**config.mk**
```make
export PLATFORM = sky130hd
export DESIGN_NAME = tt_um_example_cpu
export DESIGN_NICKNAME = d
export VERILOG_FILES = /design/src/rtl/tt_um_example_cpu.sv
export SDC_FILE = /design/constraint.sdc
export NUM_CORES = 1
export LEC_CHECK = 0
export CORE_ASPECT_RATIO = 0.75
export CORE_MARGIN = 8
export CORE_UTILIZATION = 28
export CTS_CLUSTER_DIAMETER = 60
export DETAILED_ROUTE_END_ITERATION = 8
export PLACE_DENSITY = 0.46
export SLEW_MARGIN = 10
export SYNTH_ARGS = -nofsm -noshare
export SYNTH_HDL_FRONTEND = slang
export SYNTH_SLANG_ARGS = --single-unit
export TNS_END_PERCENT = 100
```
**constraint.sdc**
```tcl
create_clock -name clk -period 7 [get_ports clk]
set_input_delay 0.7 -clock clk [delete_from_list [all_inputs] [get_ports clk]]
set_output_delay 0.7 -clock clk [all_outputs]
set_load 0.005 [all_outputs]
```
**src/rtl/tt_um_example_cpu.sv**
```systemverilog
// Tiny Tapeout tile wrapping an 8-bit single-cycle CPU running a fixed 16-word ROM program.
// The ALU result is combinational from the current PC; PC and register write-back update on each rising edge.

module cpu_regfile (
  input  logic       clk,
  input  logic       rst_n,
  input  logic [2:0] rs,
  input  logic [2:0] rt,
  input  logic [2:0] rd,
  input  logic       reg_write,
  input  logic [7:0] wr_data,
  output logic [7:0] rs_data,
  output logic [7:0] rt_data
);

  logic [7:0] registers   [0:7];
  logic [7:0] registers_d [0:7];

  always_comb begin
    for (int i = 0; i < 8; i++) begin
      registers_d[i] = registers[i];
    end
    if (reg_write) begin
      registers_d[rd] = wr_data;
    end
  end

  // Reset seeds each register with its own index so the program has operands.
  always_ff @(posedge clk or negedge rst_n) begin
    if (!rst_n) begin
      for (int i = 0; i < 8; i++) begin
        registers[i] <= 8'(i);
      end
    end else begin
      for (int i = 0; i < 8; i++) begin
        registers[i] <= registers_d[i];
      end
    end
  end

  assign rs_data = registers[rs];
  assign rt_data = registers[rt];

endmodule

module cpu_alu (
  input  logic [1:0] alu_op,
  input  logic [7:0] a,
  input  logic [7:0] b,
  output logic [7:0] result
);

  always_comb begin
    result = 8'h00;
    case (alu_op)
      2'b00:   result = a + b;
      2'b01:   result = a - b;
      2'b10:   result = a & b;
      2'b11:   result = a | b;
      default: result = 8'h00;
    endcase
  end

endmodule

module cpu_processor (
  input  logic       clk,
  input  logic       rst_n,
  output logic [7:0] pc,
  output logic [7:0] alu_result
);

  logic [7:0] pc_q;
  logic [7:0] pc_d;
  logic [7:0] data;
  logic [1:0] opcode;
  logic [1:0] alu_op;
  logic       reg_write;
  logic [2:0] rs;
  logic [2:0] rt;
  logic [2:0] rd;
  logic [7:0] rs_data;
  logic [7:0] rt_data;

  // ROM repeats every 16 PCs; only the low nibble addresses it.
  always_comb begin
    data = 8'h00;
    case (pc_q[3:0])
      4'd0:    data = 8'h0A;
      4'd1:    data = 8'h59;
      4'd2:    data = 8'hA5;
      4'd3:    data = 8'hF7;
      4'd4:    data = 8'h3F;
      4'd5:    data = 8'h42;
      default: data = 8'h00;
    endcase
  end

  assign opcode    = data[7:6];
  assign rs        = data[5:3];
  assign rt        = data[2:0];
  assign rd        = rs;
  assign alu_op    = opcode;
  assign reg_write = 1'b1;

  cpu_regfile rf (
    .clk       (clk),
    .rst_n     (rst_n),
    .rs        (rs),
    .rt        (rt),
    .rd        (rd),
    .reg_write (reg_write),
    .wr_data   (alu_result),
    .rs_data   (rs_data),
    .rt_data   (rt_data)
  );

  cpu_alu alu (
    .alu_op (alu_op),
    .a      (rs_data),
    .b      (rt_data),
    .result (alu_result)
  );

  always_comb begin
    pc_d = pc_q + 8'd1;
  end

  always_ff @(posedge clk or negedge rst_n) begin
    if (!rst_n) begin
      pc_q <= 8'h00;
    end else begin
      pc_q <= pc_d;
    end
  end

  assign pc = pc_q;

endmodule

module tt_um_example_cpu (
  input  logic       clk,
  input  logic       rst_n,
  input  logic       ena,
  input  logic [7:0] ui_in,
  input  logic [7:0] uio_in,
  output logic [7:0] uo_out,
  output logic [7:0] uio_out,
  output logic [7:0] uio_oe
);

  logic [7:0] pc;
  logic [7:0] alu_result;
  logic       unused_inputs;

  // Tile inputs are not consumed; the core free-runs whenever clocked.
  assign unused_inputs = &{ena, ui_in, uio_in, 1'b0};

  cpu_processor processor (
    .clk        (clk),
    .rst_n      (rst_n),
    .pc         (pc),
    .alu_result (alu_result)
  );

  assign uo_out  = alu_result;
  assign uio_out = pc;
  assign uio_oe  = 8'hFF;

endmodule

```
==> flow_summary.toml <==
[worst_setup_path]
cp-end-kind = "output port"
crit_path_start_kind = "register"
reg2reg_depth = 17
critical_path_required_ns = 6.30
crit_type = "register to output port"
worst-path-max-fanout = 12
startpoint = "processor.pc[1]"
reg2reg_from = "processor.pc[1]"
cp.arrival_ns = 5.76

[hold_path]
min_path_type = "register to register"
min_delay_path_depth = 0
hp-start = "processor.rf.registers[41]"

[global_routing]
grt.overflow.total = 0
grt.total_usage_pct = 13.0
grt_pass1_vias = 3389
antenna_found_initial = 0
grt_max_degree = 73
grt_pass1_wl_mm = 20.1

[sta]
tightest_slew_ns = 1.02
fin_crit_sh_pct = 92.2
timing.final.crit_period_ns = 6.46
hold_viol = 0
finalSetupViolations = 0
finalMaxSlewViolations = 0
slew-limit-headroom_pct = 32.1
finalSetupTns_ns = 0
clock-skew-final_ns = 0.00612
max_clock_freq_ghz = 0.155
grt_setup_unrepaired = "false"

[logic_synthesis]
synth_edf_count = 0
ys_ff_latch = 72
synth_area_per_cell_sq_um = 10.0
syn_area_sq_um = 4420
yosysSeqAreaShare_pct = 41.1
synthDistinctLibCells = 71
synth_ff_type = "dfrtp_1"
syn_inst = 441
yosysWarnings = 0
async_flop_share_pct = 100

[job]
drv_cap = 0

[detailed_routing]
via_per_inst = 5.14
drt_iter0_drc = 285
drt-pass1-iter-count = 5
drc = 0
num_vias = 3385
ant_nets = 0
wl_per_cell_um = 19.2
wl_mm = 12.6

[clock_network]
cts_hold_buf = 0
cts_buffer_depth = 2
cts_root_buf = "clkbuf_16"
cts_sinks = 72
insertion_delay_ns = 0.34
clkSlewWorstSetupHoldPaths_ns = 0.06
numCtsBuffers = 9
ctsHtreeMaxLevel = 3
cts_tree = "done"

[place]
dp_cells = 643
gp_congestion = 0.855
io_buffer_count = 17
hpwl_mm = 8.61

[floorplanning]
design.die.area_sq_um = 20100
rows = 39
die_h_um = 125
initial_core_util_pct = 28.9
die_w_um = 161
io_pins = 43
coreArea_sq_um = 15300

[cells_and_area]
syn_to_final_growth_pct = 14.3
final_nets = 483
n_antenna_cell = 0
layout_common_cells = "60 x dfrtp_1, 43 x nand2_1, 38 x mux2_2, 32 x nor2_1, 26 x o21ai_0"
layout_commonest_cell = "dfrtp_1"
drive_gt1_share_pct = 22.9
num-fill-cells = 1588
fin_cells = 659

[pwr]
power_frac_seq_pct = 46.0
p_clk_share_pct = 52.9
p_comb_share_pct = 1.0
powerDensity_nw_per_um2 = 179
p_int_mw = 0.711
irDropWorstVdd_mv = 0.102
swShare_pct = 21.4
switching_power_mw = 0.194
p_leak_nw = 2.19

[run_status]
status = "completed"
metal layers:
metal / wire length (um) / GRT usage (%) / share of wire, %
met5: 0 / 0 / 0
met4: 291 / 4.67 / 2.3
met3: 674 / 3.57 / 5.3
met2: 5190 / 17.5 / 41
met1: 6480 / 19.1 / 51
power by group through the flow:
stage | logic, mW | clock network [mW] | registers (mW)
2_1_floorplan | 0.00417 | 0 | 0.424
3_3_place_gp | 0.00991 | 0 | 0.424
3_5_place_dp | 0.0100 | 0 | 0.424
4_1_cts | 0.0101 | 0.492 | 0.417
5_1_grt | 0.0119 | 0.512 | 0.416
6_report | 0.00949 | 0.479 | 0.417
sequential cells by signal, indices dropped and copies added, names as in the netlist:
signal and count:
processor.rf.registers 64, processor.pc 8
kinds of logic after synthesis:
kind of cell / Yosys count / share of synthesized area (%)
buf+inv: 55 / 6.17
xor+xnor: 17 / 3.68
other cells: 1 / 0.0848
fa+ha+maj: 21 / 5.83
mux: 49 / 12.5
compound gates: 97 / 15.5
simple gates: 129 / 15.2
flops: 72 / 41.1
worst max-delay path: stages, from the launching register on:
cell	delay, ns
dfrtp_1	0.42
inv_1	0.11
ha_1	0.56
nor4_4	0.13
or3_1	0.49
a211oi_1	0.34
o22a_1	0.27
ha_1	0.25
o21ai_0	0.33
ha_1	0.30
nor2b_1	0.12
o21ai_0	0.22
a21oi_1	0.13
o41ai_1	0.47
xnor3_1	0.33
nand2b_4	0.16
mux2i_4	0.23
nor2_1	0.07
clkdlybuf4s50_1	0.47
synthesized netlist by cell type, drive strengths merged (2+ instances only):
| cell type | n | share of area (%) |
|---|---|---|
| dfstp | 12 | 7.1 |
| xor2 | 6 | 1.2 |
| nor3 | 10 | 1.5 |
| a311oi | 2 | 0.40 |
| nand4b | 4 | 0.79 |
| o31ai | 3 | 0.62 |
| nor2b | 5 | 0.71 |
| mux2 | 38 | 9.7 |
| o221ai | 5 | 0.99 |
| or3 | 3 | 0.42 |
| mux2i | 11 | 2.8 |
| nand2b | 3 | 0.65 |
| and3 | 4 | 0.57 |
| o22ai | 8 | 1.1 |
| nand4 | 3 | 0.42 |
| nor4b | 5 | 0.99 |
| buf | 23 | 3.5 |
| nor2 | 33 | 2.9 |
| a21o | 4 | 0.68 |
| a222oi | 2 | 0.45 |
| inv | 17 | 1.4 |
| or4 | 3 | 0.51 |
| a22oi | 2 | 0.34 |
| nor4 | 4 | 0.91 |
| o21ai | 35 | 4.7 |
| xnor2 | 10 | 2.0 |
| a2111oi | 4 | 1.1 |
| clkbuf | 15 | 1.3 |
| maj3 | 6 | 1.4 |
| nand3 | 3 | 0.34 |
| ha | 14 | 4.0 |
| and2 | 4 | 0.57 |
| o31a | 2 | 0.40 |
| nand2 | 43 | 3.7 |
| a21oi | 17 | 2.3 |
| a211oi | 3 | 0.51 |
| dfrtp | 60 | 34 |
layout make-up:
type                       instances  area, sq um  area share [%]
inverter                          17         63.8            1.26
clock inverter                     5         55.1            1.09
timing repair buffer              28          250            4.95
tap                              205          256            5.07
multi-input combinational        321         2360            46.7
sequential                        72         1820            35.9
clock buffer                      11          253            5.00
worst paths after layout:
kind / endpoint / slack (ns)
worst max-delay path: uo_out[7] / 0.54
worst min register to register: processor.rf.registers[41] / 0.37
worst min-delay path: processor.rf.registers[41] / 0.37
max in group asynchronous: processor.pc[0] / 5.90
worst max register to register: processor.rf.registers[63] / 1.89
min in group asynchronous: processor.rf.registers[50] / 0.51
what timing repair did:
item	CTS	global route
buffers inserted	0	0
setup endpoints to repair	0	1
resized for setup	0	1
per-stage QoR:
stage | instance area [sq um] | utilization, % | hold slack (ns) | setup slack (ns) | power [mW]
after floorplan | 4450 | - | 0.404 | 2.24 | 0.428
after CTS | 5050 | 33.0 | 0.376 | 0.503 | 0.919
after global placement | 4750 | 31.0 | 0.363 | 0.935 | 0.434
final | 5060 | 33.0 | 0.374 | 0.544 | 0.905
after detailed placement | 4750 | 31.0 | 0.364 | 0.879 | 0.434
after global routing | 5060 | 33.0 | 0.376 | 0.0791 | 0.940
(Power assumes the default switching activity.)
